File: config.mk
export PLATFORM = sky130hd
export DESIGN_NAME = fetch_align_ctrl
export DESIGN_NICKNAME = d
export VERILOG_FILES = /design/src/rtl/fetch_align_ctrl.sv
export SDC_FILE = /design/constraint.sdc
export NUM_CORES = 1
export LEC_CHECK = 0
export CORE_MARGIN = 4
export CORE_UTILIZATION = 25
export DETAILED_ROUTE_END_ITERATION = 8
export PLACE_DENSITY = 0.54
export REMOVE_ABC_BUFFERS = 1
export SETUP_SLACK_MARGIN = 0.5
export SLEW_MARGIN = 20
export SYNTH_ARGS = -nofsm -noshare
export SYNTH_HDL_FRONTEND = slang
export SYNTH_SLANG_ARGS = --single-unit
File: constraint.sdc
create_clock -name clk_i -period 2.8 [get_ports clk_i]
set_input_delay 0.56 -clock clk_i [delete_from_list [all_inputs] [get_ports clk_i]]
set_output_delay 0.56 -clock clk_i [all_outputs]
set_load 0.02 [all_outputs]
File: src/rtl/fetch_align_ctrl.sv
// Fetch sequencer and halfword aligner: issues word-aligned reads, tracks a halfword PC and
// presents each raw instruction (compressed or 32-bit, possibly word-straddling) exactly once.
module fetch_align_ctrl #(
  parameter logic [31:0] RESET_PC = 32'h0000_0000
) (
  input  logic        clk_i,
  input  logic        rst_ni,
  input  logic        redirect_valid_i,
  input  logic [31:0] redirect_pc_i,
  output logic        mem_req_o,
  output logic [31:0] mem_addr_o,
  input  logic        mem_gnt_i,
  input  logic        mem_rvalid_i,
  input  logic [31:0] mem_rdata_i,
  output logic        inst_valid_o,
  input  logic        inst_ready_i,
  output logic [31:0] inst_data_o,
  output logic [31:0] inst_pc_o,
  output logic        inst_comp_o
);

  localparam logic [2:0] StDispatch = 3'd0;
  localparam logic [2:0] StReq      = 3'd1;
  localparam logic [2:0] StWait     = 3'd2;
  localparam logic [2:0] StOut      = 3'd3;
  localparam logic [2:0] StDrop     = 3'd4;

  logic [2:0]  state_q, state_d;
  logic [31:0] pc_q, pc_d;
  logic [15:0] hw_buf_q, hw_buf_d;
  logic        hw_valid_q, hw_valid_d;
  logic        mem_req_q, mem_req_d;
  logic [31:0] mem_addr_q, mem_addr_d;
  logic        inst_valid_q, inst_valid_d;
  logic [31:0] inst_data_q, inst_data_d;
  logic [31:0] inst_pc_q, inst_pc_d;
  logic        inst_comp_q, inst_comp_d;

  logic [31:0] pc_word;
  logic        drop_pending;

  assign pc_word = {pc_q[31:2], 2'b00};

  // A read is still in flight if it was granted earlier (WAIT/DROP without data) or right now.
  assign drop_pending = ((state_q == StWait) && !mem_rvalid_i) ||
                        ((state_q == StDrop) && !mem_rvalid_i) ||
                        ((state_q == StReq) && mem_gnt_i);

  always_comb begin
    state_d      = state_q;
    pc_d         = pc_q;
    hw_buf_d     = hw_buf_q;
    hw_valid_d   = hw_valid_q;
    mem_req_d    = mem_req_q;
    mem_addr_d   = mem_addr_q;
    inst_valid_d = inst_valid_q;
    inst_data_d  = inst_data_q;
    inst_pc_d    = inst_pc_q;
    inst_comp_d  = inst_comp_q;

    case (state_q)
      StDispatch: begin
        if (pc_q[1] && hw_valid_q && (hw_buf_q[1:0] != 2'b11)) begin
          inst_data_d  = {16'h0000, hw_buf_q};
          inst_comp_d  = 1'b1;
          inst_pc_d    = pc_q;
          inst_valid_d = 1'b1;
          hw_valid_d   = 1'b0;
          state_d      = StOut;
        end else begin
          // With the low half already buffered, only the following word is needed.
          mem_addr_d = (pc_q[1] && hw_valid_q) ? pc_word + 32'd4 : pc_word;
          mem_req_d  = 1'b1;
          state_d    = StReq;
        end
      end
      StReq: begin
        if (mem_gnt_i) begin
          mem_req_d = 1'b0;
          state_d   = StWait;
        end
      end
      StWait: begin
        if (mem_rvalid_i) begin
          if (!pc_q[1]) begin
            if (mem_rdata_i[1:0] != 2'b11) begin
              inst_data_d = {16'h0000, mem_rdata_i[15:0]};
              inst_comp_d = 1'b1;
              hw_buf_d    = mem_rdata_i[31:16];
              hw_valid_d  = 1'b1;
            end else begin
              inst_data_d = mem_rdata_i;
              inst_comp_d = 1'b0;
              hw_valid_d  = 1'b0;
            end
            inst_pc_d    = pc_q;
            inst_valid_d = 1'b1;
            state_d      = StOut;
          end else if (hw_valid_q) begin
            inst_data_d  = {mem_rdata_i[15:0], hw_buf_q};
            inst_comp_d  = 1'b0;
            hw_buf_d     = mem_rdata_i[31:16];
            hw_valid_d   = 1'b1;
            inst_pc_d    = pc_q;
            inst_valid_d = 1'b1;
            state_d      = StOut;
          end else begin
            hw_buf_d   = mem_rdata_i[31:16];
            hw_valid_d = 1'b1;
            state_d    = StDispatch;
          end
        end
      end
      StOut: begin
        if (inst_ready_i) begin
          inst_valid_d = 1'b0;
          pc_d         = pc_q + (inst_comp_q ? 32'd2 : 32'd4);
          state_d      = StDispatch;
        end
      end
      StDrop: begin
        if (mem_rvalid_i) begin
          state_d = StDispatch;
        end
      end
      default: begin
        state_d = StDispatch;
      end
    endcase

    if (redirect_valid_i) begin
      pc_d         = redirect_pc_i & ~32'd1;
      hw_valid_d   = 1'b0;
      inst_valid_d = 1'b0;
      mem_req_d    = 1'b0;
      state_d      = drop_pending ? StDrop : StDispatch;
    end
  end

  always_ff @(posedge clk_i or negedge rst_ni) begin
    if (!rst_ni) begin
      state_q      <= StDispatch;
      pc_q         <= RESET_PC & ~32'd1;
      hw_buf_q     <= 16'h0000;
      hw_valid_q   <= 1'b0;
      mem_req_q    <= 1'b0;
      mem_addr_q   <= 32'h0;
      inst_valid_q <= 1'b0;
      inst_data_q  <= 32'h0;
      inst_pc_q    <= 32'h0;
      inst_comp_q  <= 1'b0;
    end else begin
      state_q      <= state_d;
      pc_q         <= pc_d;
      hw_buf_q     <= hw_buf_d;
      hw_valid_q   <= hw_valid_d;
      mem_req_q    <= mem_req_d;
      mem_addr_q   <= mem_addr_d;
      inst_valid_q <= inst_valid_d;
      inst_data_q  <= inst_data_d;
      inst_pc_q    <= inst_pc_d;
      inst_comp_q  <= inst_comp_d;
    end
  end

  assign mem_req_o    = mem_req_q;
  assign mem_addr_o   = mem_addr_q;
  assign inst_valid_o = inst_valid_q;
  assign inst_data_o  = inst_data_q;
  assign inst_pc_o    = inst_pc_q;
  assign inst_comp_o  = inst_comp_q;

endmodule

==> reports/metrics.yaml, run 1 <==
final_hold_viol_count: 0
rows: 61
stdcell_area_um2: 9943
rsz0062_at_grt: "true"
core_area_um2: 28090
grt_start_max_net_pins: 67
peakVddDrop_uv: 417.1
layout_common_cells: "162 x clkdlybuf4s50_1, 147 x dfrtp_1, 95 x nand2_1"
cp_data_arrival_time_ns: 2.59
fin_skew_ns: 0.01109
cp_cell_sequence: "buf_4, fa_2, or4_4, or2_4, o32ai_2, o21ai_1"
crit_path_top_delay_cell: "or4_4"
cts.htree.levels: 4
synth_cell_types: 51
mostFrequentLayoutCell: "clkdlybuf4s50_1"
synth_cells: 712
drv_cap: 0
synthFlopType: "dfrtp_1"
wire_per_inst_um: 17.51
ant_nets: 0
path_clk_slew_ns: 0.06
vias: 5699
yosys.area.top_type: "dfrtp_1"
hp-class: "in2async"
pin_count: 169
drv_slew: 0
final-instance-count-excl-fill: 1254
cp-start-kind: "flop"
grtUsageTotal_pct: 14.17
critical_path.max_fanout: 5
synth_edf_count: 0
async_flop_share_pct: 100.0
clock_sinks: 147
grt_pass1_wl_um: 34460
max_stage_delay_ns: 0.64
grt_pass1_vias: 5847
routed_wl_um: 21960
synth_warnings: 0
period_share_pct: 82.35
power.density_nw_per_um2: 1014
insertion_delay_ns: 0.42
cellLeakagePower_nw: 3.979
die-height_um: 177.7
path_class: "reg2reg"
status: "completed"
cts.path.max_buffers: 2
worst_pin_slew_ns: 0.5757
netlist_top_cells_area: "dfrtp_1 51%, mux2_2 6.9%, nand2_1 5.0%"
nets: 938
cts_hold_buf: 0
dp.cells: 1218
synth.avg_cell_area_um2: 10.11
die_area_um2: 31580
globalRouteOverflowTotal: 0
fmax_mhz: 433.7
start_util_pct: 25.64
n_fill_cell: 2863
drcViolationCount: 0
insertedDiodeCount: 0
worstPathRequired_ns: 3.09
gp_congestion: 0.7818
period_needed_ns: 2.306
areaGrowthSynthToFinish_pct: 38.09
grt_antenna_before_repair: 0
synth_seq_cells: 147
numCtsBuffers: 17
cts_tree: "built"
yosysSeqAreaShare_pct: 51.09
drt-initial-drc-count: 353
port_buffers: 164
drive_above_1_share_pct: 14.84
placed_area_um2: 9256
die_x_um: 177.7
drt_first_pass_iters: 4
yosysTopAreaCellShare_pct: 51.09
dp_hpwl_um: 15820
setup_viol: 0
syn_area_um2: 7201
crit_path_end_kind: "flop"
relSlewSlack_pct: 61.62
cts-root-buf: "clkbuf_16"
viasPerCell: 4.545
-- metrics by stage --
stage | hold WS (ns) | utilization, % | power (W) | worst slack, ns | setup TNS (ns)
after floorplan | 0.2644 | - | 0.005704 | -4.507 | -295.85
after global placement | 0.4614 | 32.96 | 0.007737 | 0.1747 | 0
after detailed placement | 0.4666 | 32.96 | 0.007802 | 0.1618 | 0
after CTS | 0.1171 | 35.24 | 0.01023 | 0.5020 | 0
after global routing | 0.1244 | 35.40 | 0.01074 | 0.4217 | 0
final | 0.09877 | 35.40 | 0.01009 | 0.4942 | 0
-- synth_stat cells (3+ instances only) --
library cell    n
nand3_1        19
o21ai_0        50
o21ai_1         5
nor4_1          8
mux2_2         44
a22oi_1        16
buf_4           8
o31ai_1        15
and4_1          3
nor2b_1         3
buf_2          16
clkbuf_1       30
buf_1           5
xnor2_1        31
nor3_1         16
ha_1            3
mux2i_1        19
inv_1          10
a21oi_1        36
nand4_1        15
dfrtp_1       147
nand2_1        95
nor4_2          3
nor2_1         51
xor2_1         25
and3_1          8
-- routing by layer --
layer | vias up | track usage, % | wire length [µm] | share of wire (%)
li1 | 2784 | - | - | -
met1 | 2769 | 18.51 | 9617 | 44
met2 | 122 | 23.22 | 10760 | 49
met3 | 24 | 2.940 | 1020 | 4.6
met4 | 0 | 5.189 | 560 | 2.5
met5 | - | 0 | 0 | 0
-- where the power goes --
group | internal (W) | switching [W] | leakage [nW]
registers | 0.00294 | 0.000560 | 1.83
clock network | 0.00145 | 0.000922 | 0.287
logic | 0.00199 | 0.00223 | 1.86
total | 0.00637 | 0.00371 | 3.98
-- cell type report --
cell class	instances	area, µm²	share of cell area, %
clock buffer	19	452.9	4.555
clock inverter	12	156.4	1.573
sequential	147	3679	37.00
tap	378	473.0	4.757
timing repair buffer	193	1897	19.08
inverter	10	37.54	0.3775
multi-input combinational	495	3248	32.67
-- flip-flops by register name (all words and copies together), names as in the netlist --
| register | flops |
|---|---|
| inst_data_o | 32 |
| inst_pc_o | 31 |
| pc_q | 31 |
| mem_addr_o | 30 |
| hw_buf_q | 16 |
| state_q | 3 |
| hw_valid_q | 1 |
| inst_comp_o | 1 |
| inst_valid_o | 1 |
| mem_req_o | 1 |
-- worst max-delay path: cells and delay by family, from the launching register on --
family / cells / cell delay [ns]
AO/OA/AOI/OAI: 2 / 0.27
buffers and inverters: 1 / 0.16
flip-flops: 1 / 0.39
AND/OR/NAND/NOR: 2 / 0.94
adder cells (fa/ha/maj): 1 / 0.42
-- path summary, 6_finish.rpt --
path / from / endpoint / slack [ns] / depth (start not counted)
max: inst_comp_o / pc_q[19] / 0.49 / 6
min: rst_ni / inst_pc_o[1] / 0.1 / 1
max reg2reg: inst_comp_o / pc_q[19] / 0.49 / 6
min reg2reg: inst_data_o[11] / inst_data_o[11] / 0.48 / 2
max in group asynchronous: rst_ni / inst_pc_o[18] / 1.89 / 2
min in group clk_i: inst_data_o[11] / inst_data_o[11] / 0.48 / 2
-- cells by family (layout without fill, tap and decap cells) --
| family | Yosys count | after routing | share of synthesized area (%) |
|---|---|---|---|
| and+or+nand+nor | 238 | 238 | 16.53 |
| DFF | 147 | 147 | 51.09 |
| AOI/OAI and AO/OA | 131 | 131 | 10.53 |
| buffers and inverters | 72 | 234 | 4.674 |
| muxes | 63 | 63 | 9.522 |
| xor gates and xnor gates | 56 | 56 | 6.811 |
| adders and majority gates | 4 | 4 | 0.7994 |
| other | 1 | 3 | 0.05208 |
-- what timing repair did --
| action | in CTS | in global routing |
|---|---|---|
| gates resized for setup | 2 | 8 |
| pin swaps | 1 | 5 |
| setup buffers | 3 | 2 |
| setup endpoints to repair | 4 | 9 |
Power figures use the tool's default switching activity.
==> inputs of run 2 (changes only) <==
Settings changed: PLACE_DENSITY 0.54 to 0.55.
Clock period 2.8 ns to 2.1 ns, I/O delays scaled along.
==> run 2 against run 1 <==
  * Core utilization up 8.9 points
  * Die area unchanged
  * Register-to-register slack worse by 0.69 ns
  * Final cell count up 9.9%
  * Sequential share of layout area down 7.4 points
  * Routed wire length up 25%
  * The run now ends with negative setup slack left
==> reports/metrics.yaml, run 2 (synthesis results as in run 1) <==
status: "finished, violations left"
violations: "negative setup slack"
cp-start-kind: "flop"
p_int_w: 0.01039  # +63%
critical_path.max_fanout: 5  # unchanged
setup_tns_ns: -4.445  # -4.445 ns
period_share_pct: 109.1  # +27 points
largest_reg_flops: 32  # unchanged
clock_sinks: 147  # unchanged
worst_pin_slew_ns: 0.6309  # +0.05517 ns
period_needed_ns: 2.292  # -0.01434 ns
wire_per_inst_um: 19.86  # +13%
power.density_nw_per_um2: 1370  # +35%
final_core_util_pct: 44.26  # +8.9 points
die-height_um: 177.7  # unchanged
drt_first_pass_iters: 6  # +2
drv_cap: 0  # unchanged
vias: 6552  # +15%
mostFrequentLayoutCell: "dfrtp_1"
core_area_um2: 28090  # unchanged
cp_top_family: "simple AND/OR/NAND/NOR gates"
peakVddDrop_uv: 594.4  # +42%
nets: 1059  # +13%
rsz0062_at_grt: "true"
gp_congestion: 0.7778  # -0.51%
setup_slack_ns: -0.1915  # -0.6857 ns
grtUsageTotal_pct: 17.22  # +3.0 points
fin_skew_ns: 0.01136  # +0.0002726 ns
die_area_um2: 31580  # unchanged
grt_start_max_net_pins: 59  # -12%
cts.htree.levels: 4  # unchanged
start_util_pct: 25.64  # unchanged
crit_path_top_delay_cell: "or4_4"
drt-initial-drc-count: 409  # +16%
cts.path.max_buffers: 2  # unchanged
relSlewSlack_pct: 57.55  # -4.1 points
numCtsBuffers: 17  # unchanged
routed_wl_um: 27370  # +25%
cts-root-buf: "clkbuf_16"
crit_buf_inv: 1  # unchanged
worstPathRequired_ns: 2.40  # -0.69 ns
port_buffers: 164  # unchanged
grt_pass1_vias: 6786  # +16%
cts_tree: "built"
drv_slew: 0  # unchanged
die_x_um: 177.7  # unchanged
cellLeakagePower_nw: 5.401  # +36%
sw_frac_of_total_pct: 38.96  # +2.2 points
setup_viol: 73  # +73
final_hold_viol_count: 0  # unchanged
dp_hpwl_um: 16710  # +5.6%
insertion_delay_ns: 0.43  # about the same
power_switching_w: 0.006634  # +79%
combPwrFrac_pct: 54.4  # +13 points
fmax_mhz: 436.4  # +0.63%
p_seq_share_pct: 28.2  # -6.5 points
pin_count: 169  # unchanged
cp_data_arrival_time_ns: 2.59  # about the same
areaGrowthSynthToFinish_pct: 72.63
path_clk_slew_ns: 0.07  # about the same
globalRouteOverflowTotal: 0  # unchanged
viasPerCell: 4.755  # +4.6%
layout_common_cells: "142 x dfrtp_1, 69 x buf_4, 65 x clkdlybuf4s50_1"
grt_antenna_before_repair: 2  # +2
crit_path_end_kind: "flop"
path_class: "reg2reg"
max_stage_delay_ns: 0.63  # about the same
pwr-share-clk_pct: 17.5  # -6.0 points
cp_cell_sequence: "ha_2, inv_2, fa_2, or4_4, or2_4, o32ai_2, o21ai_1"
hold_ws_ns: 0.4790  # +0.3802 ns
drcViolationCount: 0  # unchanged
ant_nets: 0  # unchanged
grt_pass1_wl_um: 41120  # +19%
hp-class: "in2async"
rows: 61  # unchanged
drive_above_1_share_pct: 43.19  # +28 points
-- run 2: changes by cell type in the layout (fill, tap and decap cells not counted), moves of 32 or more --
cell             delta
clkbuf_2           +32
clkdlybuf4s15_1    +35
mux2_2             -42
nand2_1            -33
clkdlybuf4s50_1    -97
mux2_4             +42
buf_4              +44
-- run 2: path summary, 6_finish.rpt --
kind                             startpoint         endpoint  slack, ns  cells after the start
hold reg to reg             inst_data_o[16]  inst_data_o[16]       0.49                      2
setup reg to reg                inst_comp_o         pc_q[19]      -0.19                      7
hold / removal                       rst_ni     inst_pc_o[1]       0.48                      2
max in group asynchronous            rst_ni         pc_q[26]       0.97                      3
setup / recovery                inst_comp_o         pc_q[19]      -0.19                      7
min in group clk_i         redirect_valid_i       hw_valid_q       0.49                      3
-- run 2: final cells by class --
class / instances / area [µm²]
antenna: 2 / 5.005
clock buffer: 20 / 456.7
clock inverter: 12 / 108.9
fill: 2624 / 15660
inverter: 10 / 37.54
multi-input combinational: 495 / 4243
sequential: 147 / 3685
tap: 378 / 473.0
timing repair buffer: 314 / 3422
-- run 2: through the flow --
stage,cells,cell area [µm²],worst slack [ns],total power [W]
after floorplan,652,6909,-5.207,0.007471
after global placement,1267,9699,-0.3433,0.01064
after detailed placement,1267,9699,-0.3498,0.01072
after CTS,1366,12020,-0.1335,0.01636
after global routing,1378,12430,-0.2488,0.01786
final,1378,12430,-0.1915,0.01703
-- run 2: repair_timing --
| action | CTS | global route |
|---|---|---|
| buffers inserted | 47 | 10 |
| pin swaps | 56 | 40 |
| endpoints found under the hold margin | 42 | 0 |
| resized for setup | 376 | 190 |
| hold buffers | 1 | 0 |
| endpoints found under the setup margin | 240 | 211 |
| cloned | 19 | 0 |
-- run 2: power groups by stage --
stage / registers, W / logic, W / clock network [W]
2_1_floorplan: 0.00560 / 0.00187 / 0
3_3_place_gp: 0.00458 / 0.00606 / 0
3_5_place_dp: 0.00461 / 0.00611 / 0
4_1_cts: 0.00467 / 0.00864 / 0.00304
5_1_grt: 0.00493 / 0.00977 / 0.00316
6_report: 0.00479 / 0.00926 / 0.00298
-- run 2: per-layer routing --
layer	part of all wire [%]	vias to the layer above	track usage, %
li1	-	3038	-
met1	43	3286	22.54
met2	49	187	28.04
met3	4.9	41	3.728
met4	2.5	0	6.316
met5	0	-	0
